**src/rtl/regfile_wb_ctrl.sv**
```systemverilog
// regfile_wb_ctrl: write-back controller for the register file's single write port.
// ALU results go straight through. Load results are queued in a small FIFO first.
// A per-register pending-load scoreboard supports decode-stage hazard checks.
//
// Ports:
//   i_clk, i_rst_n              clock, asynchronous active-low reset
//   i_alu_valid/addr/data       ALU result; o_alu_ready is low only in forced-FIFO cycles
//   i_mem_valid/addr/data       load result; o_mem_ready = !full
//   i_iss_valid, i_iss_addr     load issue, sets the pending bit of its destination
//   i_rs1_addr, i_rs2_addr      decode sources; o_rs1_busy/o_rs2_busy report pending loads
//   o_wb_en/addr/data           registered register-file write port
//   o_fifo_count                current load-FIFO occupancy
module regfile_wb_ctrl #(
   parameter int unsigned DEPTH      = 4,
   parameter int unsigned AW         = 5,
   parameter int unsigned DW         = 32,
   parameter int unsigned STARVE_MAX = 3
) (
   input  logic                     i_clk,
   input  logic                     i_rst_n,
   input  logic                     i_alu_valid,
   output logic                     o_alu_ready,
   input  logic [AW-1:0]            i_alu_addr,
   input  logic [DW-1:0]            i_alu_data,
   input  logic                     i_mem_valid,
   output logic                     o_mem_ready,
   input  logic [AW-1:0]            i_mem_addr,
   input  logic [DW-1:0]            i_mem_data,
   input  logic                     i_iss_valid,
   input  logic [AW-1:0]            i_iss_addr,
   input  logic [AW-1:0]            i_rs1_addr,
   input  logic [AW-1:0]            i_rs2_addr,
   output logic                     o_rs1_busy,
   output logic                     o_rs2_busy,
   output logic                     o_wb_en,
   output logic [AW-1:0]            o_wb_addr,
   output logic [DW-1:0]            o_wb_data,
   output logic [$clog2(DEPTH):0]   o_fifo_count
);

   localparam int unsigned PW   = $clog2(DEPTH);
   localparam int unsigned CW   = PW + 1;
   localparam int unsigned SW   = $clog2(STARVE_MAX + 1);
   localparam int unsigned NREG = 2 ** AW;

   logic [AW-1:0]   r_fifo_addr [DEPTH];
   logic [DW-1:0]   r_fifo_data [DEPTH];
   logic [PW-1:0]   r_wr_ptr;
   logic [PW-1:0]   r_rd_ptr;
   logic [CW-1:0]   r_count;
   logic [SW-1:0]   r_starve;
   logic [NREG-1:0] r_sb;

   logic            w_empty;
   logic            w_full;
   logic            w_forced;
   logic            w_push;
   logic            w_pop;
   logic            w_sel_alu;
   logic [AW-1:0]   w_head_addr;
   logic [DW-1:0]   w_head_data;
   logic [SW-1:0]   w_starve_d;
   logic [NREG-1:0] w_sb_d;

   assign w_empty     = (r_count == '0);
   assign w_full      = (r_count == CW'(DEPTH));
   assign w_head_addr = r_fifo_addr[r_rd_ptr];
   assign w_head_data = r_fifo_data[r_rd_ptr];

   // Forced mode: the FIFO has lost STARVE_MAX arbitrations in a row and takes the port.
   assign w_forced  = (r_starve == SW'(STARVE_MAX)) && !w_empty;
   assign w_sel_alu = !w_forced && i_alu_valid;
   assign w_pop     = !w_empty && (w_forced || !i_alu_valid);
   // No push-through when full: a same-cycle pop does not free the slot early.
   assign w_push    = i_mem_valid && !w_full;

   assign o_alu_ready  = !w_forced;
   assign o_mem_ready  = !w_full;
   assign o_fifo_count = r_count;
   assign o_rs1_busy   = r_sb[i_rs1_addr];
   assign o_rs2_busy   = r_sb[i_rs2_addr];

   always_comb begin
      w_starve_d = r_starve;
      if (w_pop || w_empty) begin
         w_starve_d = '0;
      end else if (w_sel_alu && (r_starve != SW'(STARVE_MAX))) begin
         w_starve_d = r_starve + 1'b1;
      end
   end

   // Clear before set so a same-cycle re-issue of the popped register stays pending.
   always_comb begin
      w_sb_d = r_sb;
      if (w_pop) begin
         w_sb_d[w_head_addr] = 1'b0;
      end
      if (i_iss_valid) begin
         w_sb_d[i_iss_addr] = 1'b1;
      end
      w_sb_d[0] = 1'b0;
   end

   // FIFO storage carries no reset; occupancy is tracked by the pointers and count.
   always_ff @(posedge i_clk) begin
      if (w_push) begin
         r_fifo_addr[r_wr_ptr] <= i_mem_addr;
         r_fifo_data[r_wr_ptr] <= i_mem_data;
      end
   end

   always_ff @(posedge i_clk or negedge i_rst_n) begin
      if (!i_rst_n) begin
         r_wr_ptr <= '0;
         r_rd_ptr <= '0;
         r_count  <= '0;
         r_starve <= '0;
         r_sb     <= '0;
      end else begin
         if (w_push) begin
            r_wr_ptr <= r_wr_ptr + 1'b1;
         end
         if (w_pop) begin
            r_rd_ptr <= r_rd_ptr + 1'b1;
         end
         r_count  <= r_count + CW'(w_push) - CW'(w_pop);
         r_starve <= w_starve_d;
         r_sb     <= w_sb_d;
      end
   end

   // Register 0 is never written: the selection still updates address and data.
   always_ff @(posedge i_clk or negedge i_rst_n) begin
      if (!i_rst_n) begin
         o_wb_en   <= 1'b0;
         o_wb_addr <= '0;
         o_wb_data <= '0;
      end else if (w_sel_alu) begin
         o_wb_en   <= (i_alu_addr != '0);
         o_wb_addr <= i_alu_addr;
         o_wb_data <= i_alu_data;
      end else if (w_pop) begin
         o_wb_en   <= (w_head_addr != '0);
         o_wb_addr <= w_head_addr;
         o_wb_data <= w_head_data;
      end else begin
         o_wb_en   <= 1'b0;
      end
   end

endmodule

```
**config.mk**
```make
export PLATFORM = sky130hd
export DESIGN_NAME = regfile_wb_ctrl
export DESIGN_NICKNAME = d
export VERILOG_FILES = /design/src/rtl/regfile_wb_ctrl.sv
export SDC_FILE = /design/constraint.sdc
export NUM_CORES = 1
export LEC_CHECK = 0
export BUFFER_PORTS_ARGS = -buffer_cell sky130_fd_sc_hd__buf_4
export CORE_MARGIN = 1.5
export CORE_UTILIZATION = 50
export DETAILED_ROUTE_END_ITERATION = 10
export GPL_TIMING_DRIVEN = 0
export PLACE_DENSITY = 0.71
export SLEW_MARGIN = 5
export SYNTH_ARGS = -nofsm -noshare
export SYNTH_HDL_FRONTEND = slang
export SYNTH_SLANG_ARGS = --single-unit
```
**constraint.sdc**
```tcl
create_clock -name i_clk -period 3.3 [get_ports i_clk]
set_clock_uncertainty 0.15 [all_clocks]
set_input_delay 0.165 -clock i_clk [delete_from_list [all_inputs] [get_ports i_clk]]
set_output_delay 0.165 -clock i_clk [all_outputs]
set_load 0.05 [all_outputs]
```
==> results_dict.tcl, run 1 <==
set metrics [dict create \
    first_pass_iters 6 \
    multiInputGateArea_mm2 0.00293 \
    start_kind "flop" \
    fill_cells 1278 \
    syn_area_mm2 0.00948 \
    period_needed_ns 2.74 \
    setup_tns_ns 0 \
    hold_class "in2reg" \
    grt_pass1_vias 6894 \
    ys.flop_type "edfxtp_1" \
    rows 50 \
    whs_endpoint "r_sb[9]$_DFF_PN0_" \
    postRouteWirelength_um 22700 \
    post_cts_buffers 0 \
    clkTransAtPathRegs_ns 0.06 \
    ios 139 \
    synthCells 611 \
    yosys_warnings 0 \
    hold_path_startpoint "i_iss_valid" \
    hold_path_depth 5 \
    power_density_mw_per_mm2 895 \
    drc 0 \
    dp_hpwl_um 14400 \
    drive_gt1_share_pct 27.9 \
    crit_type "reg2reg" \
    cap_violations 0 \
    ys_async_sr_fraction_pct 34.5 \
    core_area_mm2 0.0186 \
    required_ns 3.55 \
    die_w_um 141 \
    reg2reg_depth 9 \
    synth_fp_nets 713 \
    maxSlewHeadroom_pct 25.7 \
    p_leak_uw 0.00489 \
    synth_cell_types 42 \
    grt_overflow 0 \
    reg2reg_slack_ns 0.56 \
    reg2reg_from "o_fifo_count[2]$_DFF_PN0_" \
    io_buffers 132 \
    switching_power_uw 4110 \
    clk_latency_ns 0.53 \
    internal_power_uw 7120 \
    rsz0062_at_grt "false" \
    cp_max_fo 10 \
    status "completed" \
    wl_per_cell_um 20.4 \
    fin_nets 962 \
    switching_share_pct 36.6 \
    grt_max_degree 79 \
    vias 6325 \
    synth.yosys.seq_area_share_pct 67.5 \
    endpoint_kind "flop" \
    crit_arrival_ns 2.99 \
    tightest_slew_ns 1.11 \
    cts_max_level 1 \
    synth.avg_cell_area_um2 15.5 \
    finalCritPeriodShare_pct 83.0 \
    gp_congestion 0.841 \
    cts_buffers 24 \
    cts-root-buf "clkbuf_16" \
    total_power_uw 11200 \
    clock_path_buffers 3 \
    grt_pass1_wl_um 36100 \
    combPwrFrac_pct 37.5 \
    fmax_mhz 365 \
    start_util_pct 50.8 \
    setup_viol 0 \
    chipHeight_um 141 \
    postSynthRegisterBits 226 \
    peakVddDrop_uv 507 \
    ctsResizeCount 0 \
    regArea_mm2 0.00640 \
    antenna_found_initial 1 \
    finalMaxSlewViolations 0 \
    grt_use_total_pct 23.5 \
    cts.sinks 226 \
    r2r-end "o_fifo_count[2]$_DFF_PN0_" \
    ant_nets 0 \
    cp_slowest_stage_delay_ns 0.44 \
    finalHoldViolCount 0 \
    pwr-share-clk_pct 23.8 \
    crit_chain "or3_1 -> clkbuf_1 -> and2_0 -> clkbuf_1 -> ha_1 -> inv_1 -> ha_1 -> fa_1 -> xnor2_1" \
    avgViaCountPerCell 5.68 \
    synthToLayoutAreaGrowth_pct 32.4 \
    drt_iter0_markers 425 \
    tritoncts "done" \
    synth_edf_count 148 \
    die_area_mm2 0.0198 \
    seq_power_share_pct 38.7 \
    crit_path_top_delay_cell "dfrtp_1" \
]
[routing by layer]
layer  vias up  part of all wire [%]  routed length (um)  GRT usage [%]
li1       2835                     -                   -              -
met1      3199                    39                8840           28.3
met2       242                    53               12100           43.0
met3        49                   5.2                1180           4.38
met4         0                   2.4                 556           7.51
met5         -                     0                   0              0
[Yosys cell counts (all sizes together), types with 4 or more instances]
cell type,number,area share (%)
nand4,5,0.33
mux4,51,12
nor3b,5,0.40
ha,7,0.92
and3,6,0.40
dfrtp,78,21
nor2b,4,0.26
clkbuf,15,0.59
o22ai,5,0.33
o21ai,64,3.4
nand3b,5,0.40
inv,9,0.36
nor2,6,0.24
nand2,110,4.4
mux2i,32,3.4
edfxtp,148,47
buf,13,0.70
a31oi,5,0.33
nand4b,4,0.37
[state kept, by name, indices dropped and copies added, names as in the netlist, 3 cells and up]
register / flops
o_wb_data: 32
r_sb: 31
o_wb_addr: 5
r_fifo_addr: 20
r_fifo_data: 128
o_fifo_count: 3
[area by class of cell]
class / count / area share (%)
plain buffers: 28 / 0.977
repair buffers: 223 / 15.7
well taps: 234 / 2.33
clock buffers: 29 / 5.10
flip-flops and latches: 226 / 51.0
diodes: 1 / 0.0199
multi-input cells: 348 / 23.3
inverters: 9 / 0.269
clock inverters: 15 / 1.28
[worst max-delay path by stage]
stage                              startpoint                           end  slack, ns  cells after the start
global placement    o_fifo_count[1]$_DFF_PN0_  r_fifo_data[2][14]$_DFFE_PP_       0.46                      3
finish              o_fifo_count[2]$_DFF_PN0_     o_fifo_count[2]$_DFF_PN0_       0.56                      9
detailed placement  o_fifo_count[2]$_DFF_PN0_     o_wb_data[28]$_DFFE_PN0P_       0.58                      5
CTS                 o_fifo_count[1]$_DFF_PN0_     o_wb_data[28]$_DFFE_PN0P_       0.58                      5
global route        o_fifo_count[1]$_DFF_PN0_     o_wb_data[25]$_DFFE_PN0P_       0.35                      5
floorplan           o_fifo_count[1]$_DFF_PN0_   r_fifo_addr[0][0]$_DFFE_PP_       0.48                      3
[cell families (layout without fill, tap and decap cells)]
group,count (synthesis),after routing,share of synthesized area [%]
other,0,1,0
muxes,86,86,15.9
DFF,226,226,67.5
buffers and inverters,37,304,1.65
adders and majority gates,8,8,1.14
xor gates and xnor gates,5,5,0.462
and+or+nand+nor,169,169,8.72
AOI/OAI and AO/OA,80,80,4.67
[cells in the final DEF, fill, tap and decap left out, types with 3 or more instances in the layout]
cell           netlist  routed
nand3_1              3       3
dlygate4sd3_1        0      87
nor2b_1              4       4
buf_1                4       4
o21ai_1             11      11
buf_16               0       4
or3b_1               3       3
nand2_1            110     110
mux2i_1             32      32
edfxtp_1           148     148
clkbuf_16            0      24
mux4_2              51      51
a31oi_1              5       5
nand4b_1             4       4
nor3b_1              5       5
and3_2               0       4
o21ai_0             53      53
nor3_1               3       3
buf_2                8       8
clkinvlp_4           0       3
clkinv_2             0       5
buf_4                0     132
o22ai_1              5       5
or4_1                3       3
xnor2_1              3       3
mux2_2               3       3
inv_1                9       9
ha_1                 7       7
clkinv_1             0       3
nand4_1              5       5
nor2_1               6       6
dfrtp_1             78      78
nand3b_1             5       5
clkbuf_1            15      18
[timing repair]
| action | 4_1_cts | 5_1_grt |
|---|---|---|
| setup endpoints to repair | 0 | 0 |
| hold buffers | 87 | 0 |
| endpoints found under the hold margin | 297 | 0 |
[power groups by stage]
stage / Sequential, uW / Clock (uW) / Combinational, uW
after floorplan: 5160 / 0 / 1950
after global placement: 4330 / 0 / 3950
after detailed placement: 4370 / 0 / 4140
after CTS: 4330 / 2710 / 4230
after global routing: 4420 / 2830 / 4500
final: 4340 / 2670 / 4220
[critical path, delay by kind of cell (launching register included)]
kind,cells,cell delay (ns)
xor gates and xnor gates,1,0.14
adders and majority gates,3,0.88
buffers and inverters,3,0.46
DFF,1,0.44
and+or+nand+nor,2,0.57
[stage by stage]
stage | util (%) | area [um^2] | hold slack (ns) | std cells | worst slack, ns
5_1_grt | 67.3 | 12500 | 0.0483 | 1113 | 0.352
3_3_place_gp | 57.7 | 10800 | 0.214 | 977 | 0.457
6_report | 67.3 | 12500 | 0.0223 | 1113 | 0.563
4_1_cts | 67.3 | 12500 | 0.00610 | 1112 | 0.576
2_1_floorplan | - | 9480 | -0.281 | 611 | 0.484
3_5_place_dp | 58.3 | 10900 | 0.218 | 981 | 0.585
No activity file was read; power rests on OpenSTA's default activity.
==> run 2, diff against run 1 <==
clock period = 2.65 ns   (was 3.3 ns; I/O delays follow)
==> run 2 against run 1 <==
- non-clock buffer count is 1 higher
- clock-buffer cell count rose by 2
- first-iteration DRC count grew 13%
- power is 25% higher
- global-route usage is 1.3 points lower
- sequential share of layout area about the same
- clock power grew 29%
- register-to-register slack worse by 0.43 ns
- largest power group unchanged
==> results_dict.tcl, run 2 (synthesized netlist as in run 1, its figures left out) <==
set metrics [dict create \
    postRouteWirelength_um 21800 \
    setup_viol 0 \
    clk_latency_ns 0.51 \
    cts.sinks 226 \
    endpoint_kind "primary output" \
    grt_overflow 0 \
    fmax_mhz 390 \
    wl_per_cell_um 19.6 \
    finalCritPeriodShare_pct 96.8 \
    period_needed_ns 2.57 \
    first_pass_iters 7 \
    finalHoldViolCount 0 \
    multiInputGateArea_mm2 0.00295 \
    peakVddDrop_uv 680 \
    avgViaCountPerCell 5.59 \
    synthToLayoutAreaGrowth_pct 32.5 \
    vias 6235 \
    dp_hpwl_um 13600 \
    power_density_mw_per_mm2 1120 \
    grt_max_degree 79 \
    rsz0062_at_grt "false" \
    clock_path_buffers 3 \
    ant_nets 0 \
    maxSlewHeadroom_pct 29.8 \
    start_util_pct 50.8 \
    drive_gt1_share_pct 28.8 \
    core_area_mm2 0.0186 \
    whs_ns 0.203 \
    required_ns 2.37 \
    cp_top_family "simple AND/OR/NAND/NOR gates" \
    fill_cells 1293 \
    p_leak_uw 0.00489 \
    largest_reg_flops 128 \
    start_kind "flop" \
    io_buffers 132 \
    regMostFlops "r_fifo_data" \
    crit_chain "mux4_2 -> inv_1 -> a2111oi_0 -> or4_1 -> buf_4" \
    cp_slowest_stage_delay_ns 0.54 \
    cp_max_fo 3 \
    drt_iter0_markers 479 \
    layout_common_cells "148 x edfxtp_1, 133 x buf_4, 110 x nand2_1, 92 x dlygate4sd3_1, 75 x dfrtp_1" \
    ios 139 \
    antenna_found_initial 2 \
    die_area_mm2 0.0198 \
    cts-root-buf "clkbuf_16" \
    grt_pass1_wl_um 34200 \
    regArea_mm2 0.00640 \
    clkTransAtPathRegs_ns 0.06 \
    top_regs "r_fifo_data (128), o_wb_data (32), r_sb (31)" \
    crit_type "reg2out" \
    die_w_um 141 \
    drc 0 \
    pre_cts_ws_ns -0.113 \
    tritoncts "done" \
    crit_path_top_delay_cell "or4_1" \
    worst-path-buf-inv 2 \
    grt_pass1_vias 6548 \
    status "completed" \
    total_power_uw 14000 \
    hold_class "in2async" \
    cts_max_level 1 \
    crit_arrival_ns 2.28 \
    final_common_cell "edfxtp_1" \
    grt_use_total_pct 22.3 \
    layout_setup_ws_ns 0.0840 \
    chipHeight_um 141 \
    tightest_slew_ns 1.05 \
    finalMaxSlewViolations 0 \
    cts_buffers 24 \
    cap_violations 0 \
    rows 50 \
    gp_congestion 0.849 \
    fin_nets 963 \
]
[run 2: cell types whose count changed in the layout (fill, tap and decap cells not counted), sizes merged]
cell,change
buf,-2
clkinv,-2
bufinv,+1
inv,-1
diode,+1
dlygate4sd3,+5
[run 2: metal layers]
layer  routed length [um]  track usage [%]  part of all wire (%)  vias up
li1                     -                -                     -     2847
met1                 8840             28.4                    41     3160
met2                11400             39.7                    52      205
met3                 1230             3.80                   5.7       23
met4                  320             5.98                   1.5        0
met5                    0                0                     0        -
[run 2: worst reg2reg max path: cells and delay by family (launching register included)]
family / cells / cell delay, ns
XOR/XNOR: 1 / 0.13
flip-flops: 1 / 0.46
AND/OR/NAND/NOR: 2 / 0.73
adder cells (fa/ha/maj): 3 / 0.89
buffers and inverters: 1 / 0.04
[run 2: path summary, 6_finish.rpt]
kind	start	end	slack, ns	cells after the start
min in group i_clk	i_mem_data[14]	r_fifo_data[2][14]$_DFFE_PP_	0.21	2
worst min register to register	r_starve[0]$_DFFE_PN0P_	r_starve[0]$_DFFE_PN0P_	0.30	1
max in group asynchronous	i_rst_n	o_fifo_count[0]$_DFF_PN0_	1.39	2
worst max-delay path	r_sb[7]$_DFF_PN0_	o_rs1_busy	0.08	5
worst max register to register	o_fifo_count[0]$_DFF_PN0_	o_fifo_count[2]$_DFF_PN0_	0.13	7
worst min-delay path	i_rst_n	r_sb[10]$_DFF_PN0_	0.20	2
[run 2: report_power, final]
part / switching, uW / total, uW / internal [uW]
Combinational: 3160 / 5170 / 2010
Clock: 1360 / 3450 / 2090
Sequential: 526 / 5420 / 4890
Total: 5050 / 14000 / 8990
[run 2: area by class of cell]
cell class                      count  area share, %
Clock inverter                     13           1.30
Antenna cell                        2         0.0399
Sequential cell                   226           51.0
Inverter                            9          0.269
Multi-Input combinational cell    348           23.5
Tap cell                          234           2.33
Timing Repair Buffer              226           15.4
Clock buffer                       31           5.32
Buffer                             26          0.937
[run 2: per-stage QoR]
step	utilization, %	instance area [um^2]	cells	setup TNS [ns]
after detailed placement	57.8	10800	977	-1.01
after global routing	67.4	12600	1115	0
after global placement	57.8	10800	977	-0.286
after CTS	67.2	12500	1112	0
final	67.4	12600	1115	0
after floorplan	-	9490	611	0
[run 2: repair_timing]
| action | CTS | global route |
|---|---|---|
| hold buffers | 92 | 0 |
| gates resized for setup | 2 | 6 |
| pin swaps | 0 | 2 |
| endpoints found under the setup margin | 21 | 9 |
| buffers inserted | 0 | 2 |
| endpoints found under the hold margin | 297 | 0 |
==> run 3, diff against run 2 <==
RECOVER_POWER = 25   (was unset)
==> run 3 against run 2 <==
- clock-buffer cell count unchanged
- wire length increased by 0.39%
- sequential cell count unchanged
- largest power group unchanged
- largest cell class unchanged
- register-to-register slack about the same
==> results_dict.tcl, run 3 (synthesized netlist as in run 1, its figures left out) <==
set metrics [dict create \
    die_w_um 141 \
    top_regs "r_fifo_data (128), o_wb_data (32), r_sb (31)" \
    finalHoldViolCount 0 \
    hold_class "in2async" \
    p_leak_uw 0.00478 \
    layout_common_cells "148 x edfxtp_1, 110 x nand2_1, 102 x buf_4, 92 x dlygate4sd3_1, 75 x dfrtp_1" \
    clk_latency_ns 0.50 \
    final_common_cell "edfxtp_1" \
    grt_pass1_vias 6548 \
    endpoint_kind "primary output" \
    postRouteWirelength_um 21900 \
    regMostFlops "r_fifo_data" \
    wl_per_cell_um 19.6 \
    seq_power_share_pct 38.7 \
    reg2reg_slack_ns 0.13 \
    pwr-share-clk_pct 24.6 \
    start_util_pct 50.8 \
    cts-root-buf "clkbuf_16" \
    ant_nets 0 \
    grt_pass1_wl_um 34200 \
    rows 50 \
    crit_type "reg2out" \
    drc 0 \
    cts.sinks 226 \
    avgViaCountPerCell 5.65 \
    combPwrFrac_pct 36.8 \
    clkTransAtPathRegs_ns 0.06 \
    cap_violations 0 \
    core_area_mm2 0.0186 \
    finalMaxSlewViolations 0 \
    tritoncts "done" \
    largest_reg_flops 128 \
    antenna_found_initial 2 \
    maxSlewHeadroom_pct 29.5 \
    fmax_mhz 390 \
    internal_power_uw 8970 \
    synthToLayoutAreaGrowth_pct 31.3 \
    setup_viol 0 \
    drt_iter0_markers 475 \
    cts_max_level 1 \
    finalInstanceArea_mm2 0.0124 \
    chipHeight_um 141 \
    rsz0062_at_grt "false" \
    period_needed_ns 2.56 \
    reg2reg_depth 7 \
    ios 139 \
    power_density_mw_per_mm2 1130 \
    first_pass_iters 5 \
    total_power_uw 14000 \
    crit_arrival_ns 2.28 \
    tightest_slew_ns 1.05 \
    peakVddDrop_uv 682 \
    clock_path_buffers 3 \
    gp_congestion 0.849 \
    finalCritPeriodShare_pct 96.8 \
    drive_gt1_share_pct 25.3 \
    grt_use_total_pct 22.3 \
    vias 6297 \
    switching_share_pct 36.0 \
    required_ns 2.37 \
    cp_max_fo 3 \
    grt_max_degree 79 \
    io_buffers 132 \
    switching_power_uw 5040 \
    fin_nets 963 \
    post_dp_cell_area_mm2 0.0108 \
    reg2reg_from "o_fifo_count[0]$_DFF_PN0_" \
    fill_cells 1319 \
    grt_overflow 0 \
    dp_hpwl_um 13600 \
    r2r-end "o_fifo_count[2]$_DFF_PN0_" \
    start_kind "flop" \
    status "completed" \
    cts_buffers 24 \
    die_area_mm2 0.0198 \
]
## run 3: cell types whose count changed in the layout (fill, tap and decap cells not counted)
cell      before  now
clkbuf_1      15   46
buf_4        133  102
## run 3: per-layer routing
layer	up-vias	GRT usage, %	share of wire (%)
li1	2853	-	-
met1	3208	28.4	40
met2	208	39.7	52
met3	28	3.80	5.8
met4	0	5.98	1.6
met5	-	0	0
## run 3: how the worst max path moves through the flow
stage	to	cells after the start	from	slack (ns)
final	o_rs1_busy	5	r_sb[7]$_DFF_PN0_	0.09
after CTS	o_rs2_busy	5	r_sb[30]$_DFF_PN0_	0.03
after detailed placement	o_wb_data[27]$_DFFE_PN0P_	5	o_fifo_count[2]$_DFF_PN0_	-0.11
after global routing	o_rs1_busy	5	r_sb[14]$_DFF_PN0_	0.01
after global placement	o_fifo_count[2]$_DFF_PN0_	9	o_fifo_count[2]$_DFF_PN0_	-0.05
after floorplan	o_fifo_count[2]$_DFF_PN0_	9	o_fifo_count[2]$_DFF_PN0_	0.01
## run 3: through the flow
step / hold WS (ns) / std cells / util, % / setup TNS, ns / setup slack (ns)
2_1_floorplan: -0.313 / 611 / - / 0 / 0.00992
3_3_place_gp: 0.182 / 977 / 57.8 / -0.286 / -0.0456
3_5_place_dp: 0.187 / 977 / 57.8 / -1.01 / -0.113
4_1_cts: 0.194 / 1112 / 67.2 / 0 / 0.0348
5_1_grt: 0.262 / 1115 / 66.7 / 0 / 0.0109
6_report: 0.208 / 1115 / 66.7 / 0 / 0.0857
## run 3: what timing repair did
| item | CTS | global route |
|---|---|---|
| gates resized for setup | 2 | 6 |
| pin swaps | 0 | 2 |
| setup endpoints to repair | 21 | 9 |
| buffers inserted | 0 | 2 |
| hold endpoints to repair | 297 | 0 |
| hold buffers | 92 | 0 |
## run 3: power by group through the flow
| stage | combinational (uW) | sequential [uW] | clock, uW |
|---|---|---|---|
| floorplan | 2440 | 6430 | 0 |
| CTS | 5160 | 5410 | 3510 |
| finish | 5150 | 5420 | 3440 |
| global placement | 4940 | 5390 | 0 |
| detailed placement | 5030 | 5460 | 0 |
| global route | 5500 | 5530 | 3640 |
## run 3: worst max-delay path, cell delays in order (launching register included)
cell,delay [ns]
dfrtp_1,0.39
mux4_2,0.47
inv_1,0.08
a2111oi_0,0.08
or4_1,0.54
buf_4,0.21
## run 3: layout make-up
cell class              instances  area (um^2)  area share (%)
diodes                          2         5.00          0.0402
plain buffers                  26          118           0.945
clock buffers                  31          668            5.37
clock inverters                13          163            1.31
inverters                       9         33.8           0.272
multi-input cells             348         2950            23.7
flip-flops and latches        226         6400            51.4
well taps                     234          293            2.35
repair buffers                226         1810            14.6
